==> config.mk <==
export PLATFORM = sky130hd
export DESIGN_NAME = fmul_arbiter_flat
export DESIGN_NICKNAME = d
export VERILOG_FILES = /design/src/rtl/fmul_arbiter_if.sv /design/src/rtl/fmul_arbiter.sv /design/src/flat_wrapper.sv
export SDC_FILE = /design/constraint.sdc
export NUM_CORES = 1
export LEC_CHECK = 0
export CORE_MARGIN = 3
export CORE_UTILIZATION = 43
export DETAILED_ROUTE_END_ITERATION = 10
export PLACE_DENSITY = 0.86
export SYNTH_ARGS = -nofsm -noshare
export SYNTH_HDL_FRONTEND = slang
export SYNTH_SLANG_ARGS = --single-unit
==> constraint.sdc <==
create_clock -name clk -period 2.75 [get_ports clk]
set_input_delay 0.6875 -clock clk [delete_from_list [all_inputs] [get_ports clk]]
set_output_delay 0.6875 -clock clk [all_outputs]
set_load 0.005 [all_outputs]
==> src/rtl/fmul_arbiter_if.sv <==
// Request/response/multiplier bus of the two-requester FP16 multiply arbiter.
// slave: arbiter side; master: requesters, consumers and the shared multiplier.
interface fmul_arbiter_if;
   logic        req0_valid;
   logic        req1_valid;
   logic        req0_ready;
   logic        req1_ready;
   logic [15:0] req0_a;
   logic [15:0] req0_b;
   logic [15:0] req1_a;
   logic [15:0] req1_b;
   logic        rsp0_valid;
   logic        rsp1_valid;
   logic        rsp0_ready;
   logic        rsp1_ready;
   logic [15:0] rsp_p;
   logic [5:0]  rsp_flags;
   logic [15:0] mul_a;
   logic [15:0] mul_b;
   logic [15:0] mul_p;
   logic [5:0]  mul_flags;

   modport slave (
      input  req0_valid, req1_valid,
      input  req0_a, req0_b, req1_a, req1_b,
      output req0_ready, req1_ready,
      output rsp0_valid, rsp1_valid,
      input  rsp0_ready, rsp1_ready,
      output rsp_p, rsp_flags,
      output mul_a, mul_b,
      input  mul_p, mul_flags
   );

   modport master (
      output req0_valid, req1_valid,
      output req0_a, req0_b, req1_a, req1_b,
      input  req0_ready, req1_ready,
      input  rsp0_valid, rsp1_valid,
      output rsp0_ready, rsp1_ready,
      input  rsp_p, rsp_flags,
      input  mul_a, mul_b,
      output mul_p, mul_flags
   );
endinterface

==> src/rtl/fmul_arbiter.sv <==
// Round-robin arbiter sharing one FP16 multiplier between two requesters.
// Ports: clk, rst (sync, active-high), bus (slave), clr_sticky, sticky_flags, busy.
module fmul_arbiter #(
   parameter int unsigned LAT     = 1,
   parameter bit          RR_INIT = 1'b0
) (
   input  logic           clk,
   input  logic           rst,
   fmul_arbiter_if.slave  bus,
   input  logic           clr_sticky,
   output logic [5:0]     sticky_flags,
   output logic           busy
);

   typedef enum logic [1:0] {
      IDLE,
      ISSUE,
      WAIT,
      DONE
   } state_t;

   localparam logic [3:0] CNT_INIT = 4'(LAT - 1);

   state_t      state_q, state_d;
   logic [3:0]  cnt_q, cnt_d;
   logic [15:0] a_q, a_d;
   logic [15:0] b_q, b_d;
   logic [15:0] p_q, p_d;
   logic [5:0]  f_q, f_d;
   logic        own_q, own_d;
   logic        prio_q, prio_d;
   logic [5:0]  sticky_q, sticky_d;

   logic gnt0;
   logic gnt1;
   logic rsp_hs;

   always_comb begin
      state_d  = state_q;
      cnt_d    = cnt_q;
      a_d      = a_q;
      b_d      = b_q;
      p_d      = p_q;
      f_d      = f_q;
      own_d    = own_q;
      prio_d   = prio_q;
      gnt0     = 1'b0;
      gnt1     = 1'b0;

      rsp_hs = (state_q == DONE) &&
               (own_q ? bus.rsp1_ready : bus.rsp0_ready);

      unique case (state_q)
         IDLE: begin
            // req0 wins when alone or when it holds priority
            if (bus.req0_valid && (!bus.req1_valid || !prio_q)) begin
               gnt0 = 1'b1;
            end else if (bus.req1_valid) begin
               gnt1 = 1'b1;
            end
            if (gnt0 || gnt1) begin
               a_d     = gnt1 ? bus.req1_a : bus.req0_a;
               b_d     = gnt1 ? bus.req1_b : bus.req0_b;
               own_d   = gnt1;
               prio_d  = ~gnt1;
               state_d = ISSUE;
            end
         end
         ISSUE: begin
            cnt_d   = CNT_INIT;
            state_d = WAIT;
         end
         WAIT: begin
            if (cnt_q == 4'd0) begin
               p_d     = bus.mul_p;
               f_d     = bus.mul_flags;
               state_d = DONE;
            end else begin
               cnt_d = cnt_q - 4'd1;
            end
         end
         DONE: begin
            if (rsp_hs) begin
               state_d = IDLE;
            end
         end
         default: state_d = IDLE;
      endcase

      // a clear in the handshake cycle keeps only the delivered flags
      sticky_d = (clr_sticky ? 6'd0 : sticky_q) |
                 (rsp_hs ? f_q : 6'd0);
   end

   always_ff @(posedge clk) begin
      if (rst) begin
         state_q  <= IDLE;
         cnt_q    <= 4'd0;
         a_q      <= 16'd0;
         b_q      <= 16'd0;
         p_q      <= 16'd0;
         f_q      <= 6'd0;
         own_q    <= 1'b0;
         prio_q   <= RR_INIT;
         sticky_q <= 6'd0;
      end else begin
         state_q  <= state_d;
         cnt_q    <= cnt_d;
         a_q      <= a_d;
         b_q      <= b_d;
         p_q      <= p_d;
         f_q      <= f_d;
         own_q    <= own_d;
         prio_q   <= prio_d;
         sticky_q <= sticky_d;
      end
   end

   assign bus.req0_ready = gnt0;
   assign bus.req1_ready = gnt1;
   assign bus.rsp0_valid = (state_q == DONE) && !own_q;
   assign bus.rsp1_valid = (state_q == DONE) && own_q;
   assign bus.rsp_p      = (state_q == DONE) ? p_q : 16'd0;
   assign bus.rsp_flags  = (state_q == DONE) ? f_q : 6'd0;
   assign bus.mul_a      = (state_q != IDLE) ? a_q : 16'd0;
   assign bus.mul_b      = (state_q != IDLE) ? b_q : 16'd0;
   assign sticky_flags   = sticky_q;
   assign busy           = (state_q != IDLE);

endmodule

==> src/flat_wrapper.sv <==
// flat-port wrapper written by rule: the top's interface ports become plain ports
module fmul_arbiter_flat 
#(
   parameter int unsigned LAT     = 1,
   parameter bit          RR_INIT = 1'b0
)
  (clk, rst, clr_sticky, sticky_flags, busy, bus_req0_valid, bus_req1_valid, bus_req0_a, bus_req0_b, bus_req1_a, bus_req1_b, bus_req0_ready, bus_req1_ready, bus_rsp0_valid, bus_rsp1_valid, bus_rsp0_ready, bus_rsp1_ready, bus_rsp_p, bus_rsp_flags, bus_mul_a, bus_mul_b, bus_mul_p, bus_mul_flags);
  fmul_arbiter_if bus_i ();
  input  logic clk;
  input  logic rst;
  input  logic clr_sticky;
  output logic [5:0] sticky_flags;
  output logic busy;
  input wire logic [$bits(bus_i.req0_valid)-1:0] bus_req0_valid;
  input wire logic [$bits(bus_i.req1_valid)-1:0] bus_req1_valid;
  input wire logic [$bits(bus_i.req0_a)-1:0] bus_req0_a;
  input wire logic [$bits(bus_i.req0_b)-1:0] bus_req0_b;
  input wire logic [$bits(bus_i.req1_a)-1:0] bus_req1_a;
  input wire logic [$bits(bus_i.req1_b)-1:0] bus_req1_b;
  output wire logic [$bits(bus_i.req0_ready)-1:0] bus_req0_ready;
  output wire logic [$bits(bus_i.req1_ready)-1:0] bus_req1_ready;
  output wire logic [$bits(bus_i.rsp0_valid)-1:0] bus_rsp0_valid;
  output wire logic [$bits(bus_i.rsp1_valid)-1:0] bus_rsp1_valid;
  input wire logic [$bits(bus_i.rsp0_ready)-1:0] bus_rsp0_ready;
  input wire logic [$bits(bus_i.rsp1_ready)-1:0] bus_rsp1_ready;
  output wire logic [$bits(bus_i.rsp_p)-1:0] bus_rsp_p;
  output wire logic [$bits(bus_i.rsp_flags)-1:0] bus_rsp_flags;
  output wire logic [$bits(bus_i.mul_a)-1:0] bus_mul_a;
  output wire logic [$bits(bus_i.mul_b)-1:0] bus_mul_b;
  input wire logic [$bits(bus_i.mul_p)-1:0] bus_mul_p;
  input wire logic [$bits(bus_i.mul_flags)-1:0] bus_mul_flags;
  assign bus_i.req0_valid = bus_req0_valid;
  assign bus_i.req1_valid = bus_req1_valid;
  assign bus_i.req0_a = bus_req0_a;
  assign bus_i.req0_b = bus_req0_b;
  assign bus_i.req1_a = bus_req1_a;
  assign bus_i.req1_b = bus_req1_b;
  assign bus_req0_ready = bus_i.req0_ready;
  assign bus_req1_ready = bus_i.req1_ready;
  assign bus_rsp0_valid = bus_i.rsp0_valid;
  assign bus_rsp1_valid = bus_i.rsp1_valid;
  assign bus_i.rsp0_ready = bus_rsp0_ready;
  assign bus_i.rsp1_ready = bus_rsp1_ready;
  assign bus_rsp_p = bus_i.rsp_p;
  assign bus_rsp_flags = bus_i.rsp_flags;
  assign bus_mul_a = bus_i.mul_a;
  assign bus_mul_b = bus_i.mul_b;
  assign bus_i.mul_p = bus_mul_p;
  assign bus_i.mul_flags = bus_mul_flags;
  fmul_arbiter #(.LAT(LAT), .RR_INIT(RR_INIT)) u_core (.clk(clk), .rst(rst), .bus(bus_i), .clr_sticky(clr_sticky), .sticky_flags(sticky_flags), .busy(busy));
endmodule
; Yosys cells after proc, flatten, opt, wreduce, memory -nomap -nowiden
; Cells that the tools add are included.
[word_totals]
register_bits = 68
wordCells = 58
output_inout_bits = 65
input_bits = 93
[classes]
n_addsub = 1
n_bitwise = 2
muxes = 22
n_eq_ne = 7
reduce_logical = 17
[ops]
columns = operator, count
row1 = $mux 16, 5
row2 = $mux 6, 3
row3 = $mux 1, 8
row4 = $pmux 2 s4, 1
row5 = $pmux 4 s2, 1
row6 = $mux 2, 3
row7 = $ne 2x1->1 const B, 3
row8 = $or 6x6->6, 1
row9 = $reduce_and 2->1, 3
row10 = $eq 2x2->1 const B, 2
row11 = $logic_and 1x1->1, 4
row12 = $logic_not 4->1, 1
row13 = $mux 4, 1
row14 = $reduce_bool 2->1, 2
row15 = $sub 4x1->4 const B, 1
row16 = $logic_not 1->1, 3
row17 = $reduce_and 3->1, 1
row18 = $eq 2x1->1 const B, 1
row19 = $logic_not 2->1, 1
row20 = $logic_or 1x1->1, 2
row21 = $ne 2x2->1 const B, 1
row22 = $not 1->1, 1

; Logic depth before layout (Yosys ltp)
; Gate-level depths: netlist (run 1).
[logic_depth]
word_depth = 8
depth_mapped = 7
depth_no_buf = 6

; Least setup slack after synthesis (run 1)
; OpenSTA, ideal clock, no wires.
[synth_timing]
path_type = input port to output port
start = input bus_req1_valid
end = output bus_req0_ready
slack_ns = 0.755
stages = 5
required_time_ns = 2.062
path_buffers = 2
arrival_time_ns = 1.307
path_cell_list = buf_2 > a21boi_2 > nand2_2 > inv_4 > buf_6
[synth_between]
elab_chain_len = 6
[synth_lines]
columns = element, line
row1 = start: declaration, flat_wrapper.sv:15  ; input wire logic [$bits(bus_i.req1_valid)-1:0] bus_req1_valid;
row2 = $logic_not 1->1, fmul_arbiter.sv:56  ; if (bus.req0_valid && (!bus.req1_valid || !prio_q)) begin
row3 = $logic_or 1x1->1, fmul_arbiter.sv:56
row4 = $logic_and 1x1->1, fmul_arbiter.sv:56
row5 = $mux 1, fmul_arbiter.sv:56
row6 = $mux 1 (2 in a row), fmul_arbiter.sv:53  ; unique case (state_q)
row7 = end: declaration, flat_wrapper.sv:20  ; output wire logic [$bits(bus_i.req0_ready)-1:0] bus_req0_ready;
; Every way passes these cells. The select of a mux whose other input is x is not followed.

; Worst setup path after layout (run 1)
[layout_timing]
start = input bus_req0_valid
end = output bus_req1_ready
[layout_between]
elab_chain_len = 4
[layout_lines]
columns = element, line
row1 = start: declaration, flat_wrapper.sv:14  ; input wire logic [$bits(bus_i.req0_valid)-1:0] bus_req0_valid;
row2 = $logic_and 1x1->1, fmul_arbiter.sv:56
row3 = $mux 1, fmul_arbiter.sv:56
row4 = $mux 1 (2 in a row), fmul_arbiter.sv:53
row5 = end: declaration, flat_wrapper.sv:21  ; output wire logic [$bits(bus_i.req1_ready)-1:0] bus_req1_ready;
; Every way passes these cells. The select of a mux whose other input is x is not followed.

==> qor.yml, run 1 <==
status:
  status: "finished clean"
cts:
  htree_levels: 3
  post_cts_buffers: 0
  clock_latency_ns: 0.34
  cts_made_buffers: 9
  cts.sinks: 68
  tritoncts: "built"
  clock_path_buffers: 2
  root_buffer: "clkbuf_8"
  clk_pin_slew_ns: 0.07
floorplanning:
  num_rows: 30
  coreArea_um2: 6910
  die_area_um2: 8300
  start_util: 0.451
  die_h_um: 91.1
  die_w_um: 91.1
  io_pins: 158
critical_path:
  crit_fanout: 4
  worst_setup_path_end_kind: "primary output"
  reg2reg_from: "u_core.state_q[0]"
  cp-start-kind: "input pin"
  cp_common_cell: "clkdlybuf4s50_1"
  rrSetupSlack_ns: 0.48
  cp_cell_sequence: "clkdlybuf4s50_1 > buf_4 > nand2b_4 > and3_4 > clkdlybuf4s50_1"
  worst_path_max_delay_cell: "clkdlybuf4s50_1"
  slowest_delay_ns: 0.50
  required_ns: 2.06
  crit_start: "bus_req0_valid"
  path_buf_inv: 3
  path_delay_family: "buffers and inverters"
  worst-setup-path-type: "in2out"
  worstPathArrival_ns: 2.03
yosys:
  synth-seq-cells: 68
  yosys.cell_types.count: 35
  ys.warnings.count: 0
  synth_top_area_share: 0.437
  ys_seq_area_frac: 0.437
  syn_nets: 470
  synth_top_cells_by_area: "dfxtp_1 44%, nor2b_1 8.0%, nand2_1 6.5%"
  syn_inst: 372
  synth_area_um2: 3120
  synth_area_per_cell_um2: 8.37
  synth_area_leader_cell: "dfxtp_1"
detailed_routing:
  initialDrtViolationCount: 207
  vias_per_cell: 5.15
  wl_per_cell_um: 15.1
  routed-via-count: 3227
  dr.pass1.iters: 5
  drc: 0
  ant_nets: 0
  drt-total-wl_um: 9450
pwr:
  swShare: 0.321
  clock_power_share: 0.255
  p_int_uw: 2430
  ir_drop_uv: 429
  p_sw_uw: 1150
  p_comb_frac: 0.375
  p_seq_frac: 0.370
  power_leakage_uw: 0.00186
  power.total_uw: 3580
  power_density_nw_per_um2: 714
min_path:
  hp-start: "u_core.a_q[2]"
  min_path_type: "reg2reg"
layout:
  final_util: 0.726
  nets: 623
  nFillCells: 535
  syn2layout_area_growth_pct: 61.0
  finalNonFillerCells: 626
  drive_gt1_frac: 0.0755
  n_antenna_cell: 0
global_routing:
  overflow: 0
  track_usage: 0.226
  grt_pass1_wl_um: 15400
  antenna_found_initial: 0
  grt_start_max_net_pins: 43
  grt_pass1_vias: 3221
run:
  cap_violations: 0
timing:
  hold_violations: 0
  skew_ns: 0.00705
  setup_viol: 0
  timing.final.max_slew_violations: 0
  finalSetupTns_ns: 0
  clock.fmax_ghz: 0.368
  tightest_slew_ns: 1.22
  slew_headroom: 0.186
  min_period_ns: 2.71
  rsz0062_at_grt: "no"
  fin_crit_sh: 0.987
place:
  numPlacedInstances: 610
  place_hpwl_um: 6900
  numPortBuffers: 157
  place_congestion: 0.809
worst reg2reg max path, cell delays in order, from the launching register on:
cell	delay [ns]
dfxtp_1	0.37
inv_1	0.11
ha_1	0.29
nand3b_1	0.13
or2_0	0.92
nand2_1	0.16
a21oi_1	0.20
final cells by class:
cell class | count | area, um2 | share of cell area
Sequential cell | 68 | 1360 | 0.271
Inverter | 7 | 28.8 | 0.00574
Timing Repair Buffer | 171 | 1690 | 0.336
Clock inverter | 6 | 87.6 | 0.0175
Clock buffer | 10 | 138 | 0.0274
Tap cell | 96 | 120 | 0.0239
Multi-Input combinational cell | 268 | 1590 | 0.318
power by group through the flow:
stage               Sequential [uW]  Combinational (uW)  Clock [uW]
global route                   1350                1480         976
finish                         1330                1340         915
global placement               1330                1300           0
CTS                            1320                1340         936
floorplan                      1310                 783           0
detailed placement             1350                1330           0
layout by cell type, fill, tap and decap left out, drive strengths merged:
cell	n
and3	1
buf	15
nand4	1
a22oi	11
clkinv	4
xor2	1
or2	2
nor3	3
dfxtp	68
o21ai	2
and2	23
nand3b	1
a222oi	17
dlymetal6s2s	1
nand3	4
a21oi	37
a221oi	1
a31o	1
a21boi	1
nand2	55
nand2b	4
nor2b	40
inv	7
clkbuf	10
nor2	40
ha	5
a32o	11
o221ai	4
o211ai	1
clkdlybuf4s50	155
bufinv	2
mux2i	1
nand4b	1
cells by family (layout without fill, tap and decap cells):
kind of cell | Yosys count | in the layout | synth area share
fa+ha+maj | 5 | 5 | 0.0201
simple gates | 175 | 175 | 0.278
buf+inv | 36 | 194 | 0.0566
flops | 68 | 68 | 0.437
xor+xnor | 1 | 1 | 0.00281
compound gates | 86 | 86 | 0.202
mux | 1 | 1 | 0.00321
registers in the layout, summed over array words and instances, names as in the netlist:
| name | flops |
|---|---|
| u_core.state_q | 2 |
| u_core.sticky_flags | 6 |
| u_core.f_q | 6 |
| u_core.b_q | 16 |
| u_core.prio_q | 1 |
| u_core.cnt_q | 4 |
| u_core.p_q | 16 |
| u_core.a_q | 16 |
| u_core.own_q | 1 |
stage by stage:
step           instance area [um2]  hold WS, ns  setup WS (ns)
6_report                      5020        0.449         0.0356
5_1_grt                       5020        0.468        0.00226
4_1_cts                       5000        0.450        0.00395
3_5_place_dp                  4780        0.439         0.0184
3_3_place_gp                  4780        0.435         0.0353
2_1_floorplan                 3120        0.427          0.755
cell usage after synthesis, drive strengths merged:
library cell	number
a21boi	1
a21oi	37
a221oi	1
a222oi	17
a22oi	11
a31o	1
a32o	11
and2	23
and3	1
buf	18
clkbuf	11
dfxtp	68
ha	5
inv	7
mux2i	1
nand2	55
nand2b	4
nand3	4
nand3b	1
nand4	1
nand4b	1
nor2	40
nor2b	40
nor3	3
o211ai	1
o21ai	2
o221ai	4
or2	2
xor2	1
routing by layer:
metal	share of wire	track usage	vias to the layer above
li1	-	-	1599
met1	0.41	0.275	1469
met2	0.47	0.371	149
met3	0.10	0.0829	10
met4	0.013	0.0716	0
met5	0	0	-
final timing paths:
| path | to | depth (start not counted) |
|---|---|---|
| worst max-delay path | bus_req1_ready | 5 |
| worst min-delay path | u_core.a_q[2] | 2 |
| worst max register to register | u_core.f_q[3] | 6 |
| worst min register to register | u_core.a_q[2] | 2 |
what timing repair did:
action | 4_1_cts | 5_1_grt
resized for setup | 0 | 2
setup endpoints to repair | 0 | 24
hold buffers | 0 | 0
Power figures use the tool's default switching activity.
==> inputs of run 2 (changes only) <==
--- a/config.mk
+++ b/config.mk
@@ -5,6 +5,7 @@
 export SDC_FILE = /design/constraint.sdc
 export NUM_CORES = 1
 export LEC_CHECK = 0
+export ABC_CLOCK_PERIOD_IN_PS = 2750
 export CORE_MARGIN = 3
 export CORE_UTILIZATION = 43
 export DETAILED_ROUTE_END_ITERATION = 10
==> results of run 2 <==
Same layout as run 1: the final DEF is identical, and so are final timing and power.
==> inputs of run 3 (changes only) <==
--- a/config.mk
+++ b/config.mk
@@ -6,9 +6,10 @@
 export NUM_CORES = 1
 export LEC_CHECK = 0
 export ABC_CLOCK_PERIOD_IN_PS = 2750
-export CORE_MARGIN = 3
+export CORE_MARGIN = 2
 export CORE_UTILIZATION = 43
 export DETAILED_ROUTE_END_ITERATION = 10
+export GPL_ROUTABILITY_DRIVEN = 0
 export PLACE_DENSITY = 0.86
 export SYNTH_ARGS = -nofsm -noshare
 export SYNTH_HDL_FRONTEND = slang
==> qor.yml, run 3 (same netlist as run 1, synthesis figures left out) <==
layout:
  reg_top3: "u_core.a_q x16, u_core.b_q x16, u_core.p_q x16"
  layout_commonest_cell: "clkdlybuf4s50_1"
  drive_gt1_frac: 0.0807
  n_antenna_cell: 0
  finalNonFillerCells: 632
  final_cell_mix: "154 x clkdlybuf4s50_1, 68 x dfxtp_1, 54 x nand2_1"
  nets: 626
  nFillCells: 532
  syn2layout_area_growth_pct: 62.7
pwr:
  p_seq_frac: 0.356
  ir_drop_uv: 358
  p_sw_uw: 1170
  swShare: 0.315
  clock_power_share: 0.274
  p_comb_frac: 0.370
  p_int_uw: 2550
  power_leakage_uw: 0.00188
  power_density_nw_per_um2: 733
  power.total_uw: 3720
detailed_routing:
  drt-met1-wl_um: 3900
  dr.pass1.iters: 5
  drt-total-wl_um: 9320
  topRoutingLayerUsed: "met4"
  ant_nets: 0
  drc: 0
  initialDrtViolationCount: 229
  routed-via-count: 3221
  vias_per_cell: 5.10
  met3_length_um: 979
  wl_per_cell_um: 14.7
  wl_met2_um: 4380
cts:
  clk_pin_slew_ns: 0.08
  cts.sinks: 68
  clock_latency_ns: 0.33
  root_buffer: "clkbuf_8"
  htree_levels: 3
  cts_made_buffers: 9
  tritoncts: "built"
  clock_path_buffers: 2
floorplanning:
  io_pins: 158
  die_h_um: 89.1
  num_rows: 31
  die_area_um2: 7940
  start_util: 0.437
  die_w_um: 89.1
  coreArea_um2: 7140
critical_path:
  worstRegToRegCells: 6
  worst_setup_path_end_kind: "primary output"
  crit_fanout: 24
  rrSetupSlack_ns: 0.51
  worst-setup-path-type: "reg2out"
  cp_cell_sequence: "inv_1 > ha_4 > buf_12 > nor2b_1 > clkdlybuf4s50_1"
  path_delay_family: "buffers and inverters"
  worst_path_max_delay_cell: "clkdlybuf4s50_1"
  r2r_end: "u_core.p_q[13]"
  slowest_delay_ns: 0.52
  required_ns: 2.06
  cp-start-kind: "register"
  path_buf_inv: 3
  worstPathArrival_ns: 1.92
  reg2reg_from: "u_core.state_q[0]"
timing:
  skew_ns: 0.00771
  hold_violations: 0
  min_period_ns: 2.60
  timing.final.max_slew_violations: 0
  slew_headroom: 0.203
  rsz0062_at_grt: "no"
  tightest_slew_ns: 1.19
  fin_crit_sh: 0.947
  clock.fmax_ghz: 0.384
  setup_viol: 0
min_path:
  min_delay_path_depth: 2
  holdPathEnd: "u_core.a_q[1]"
  min_path_type: "reg2reg"
  hp-start: "u_core.a_q[1]"
global_routing:
  grt_start_max_net_pins: 36
  overflow: 0
  antenna_found_initial: 0
  grt_pass1_wl_um: 13900
  track_usage: 0.223
  grt_pass1_vias: 2943
place:
  numPortBuffers: 157
  numPlacedInstances: 616
  place_hpwl_um: 6610
run:
  cap_violations: 0
status:
  status: "finished clean"
-- run 3: changes by cell type in the layout (fill, tap and decap cells not counted), sizes merged --
cell / before / now
dlygate4sd2: 0 / 2
dlymetal6s2s: 1 / 0
clkinv: 4 / 2
clkdlybuf4s50: 155 / 154
buf: 15 / 18
clkinvlp: 0 / 1
bufinv: 2 / 3
-- run 3: final cells by class --
type | instances | area, um2 | share of cell area
clock buffer | 10 | 138 | 0.0272
tap | 99 | 124 | 0.0244
sequential | 68 | 1360 | 0.269
multi-input combinational | 268 | 1600 | 0.316
timing repair buffer | 174 | 1700 | 0.336
inverter | 7 | 28.8 | 0.00568
clock inverter | 6 | 111 | 0.0220
-- run 3: worst max path at each step --
stage,cells past startpoint,endpoint,start,slack [ns]
after floorplan,5,bus_req0_ready,bus_req1_valid,0.76
after global placement,5,bus_req0_ready,bus_req0_valid,-0.01
after detailed placement,5,bus_req0_ready,bus_req0_valid,-0.04
after CTS,5,bus_mul_a[9],u_core.state_q[0],0.04
after global routing,5,bus_mul_b[12],u_core.state_q[0],0.05
final,5,bus_mul_a[11],u_core.state_q[0],0.15
-- run 3: power by group through the flow --
stage                     Combinational [uW]  Sequential, uW  Clock, uW
after floorplan                          783            1310          0
after global placement                  1320            1330          0
after detailed placement                1350            1340          0
after CTS                               1370            1320       1040
after global routing                    1510            1350       1080
final                                   1370            1320       1020
-- run 3: worst register-to-register path: stages (launching register included) --
cell and delay (ns):
dfxtp_1 0.38, inv_1 0.12, ha_1 0.30, nand3b_1 0.14, or2_0 0.91, nand2_1 0.15
a21oi_1 0.19
-- run 3: repair_timing --
item	CTS	global route
gates resized for setup	3	1
buffers inserted	0	0
hold buffers	0	0
endpoints found under the setup margin	2	21
-- run 3: metal layers --
layer / up-vias / global-route usage
li1: 1599 / -
met1: 1487 / 0.287
met2: 130 / 0.362
met3: 5 / 0.0702
met4: 0 / 0.0624
met5: - / 0
-- run 3: metrics by stage --
stage	util	instance area (um2)	TNS (ns)	hold slack [ns]	worst slack [ns]
2_1_floorplan	-	3120	0	0.427	0.755
3_3_place_gp	0.673	4800	-0.0110	0.435	-0.0110
3_5_place_dp	0.673	4800	-0.0491	0.439	-0.0358
4_1_cts	0.709	5060	0	0.450	0.0353
5_1_grt	0.710	5070	0	0.472	0.0470
6_report	0.710	5070	0	0.448	0.147
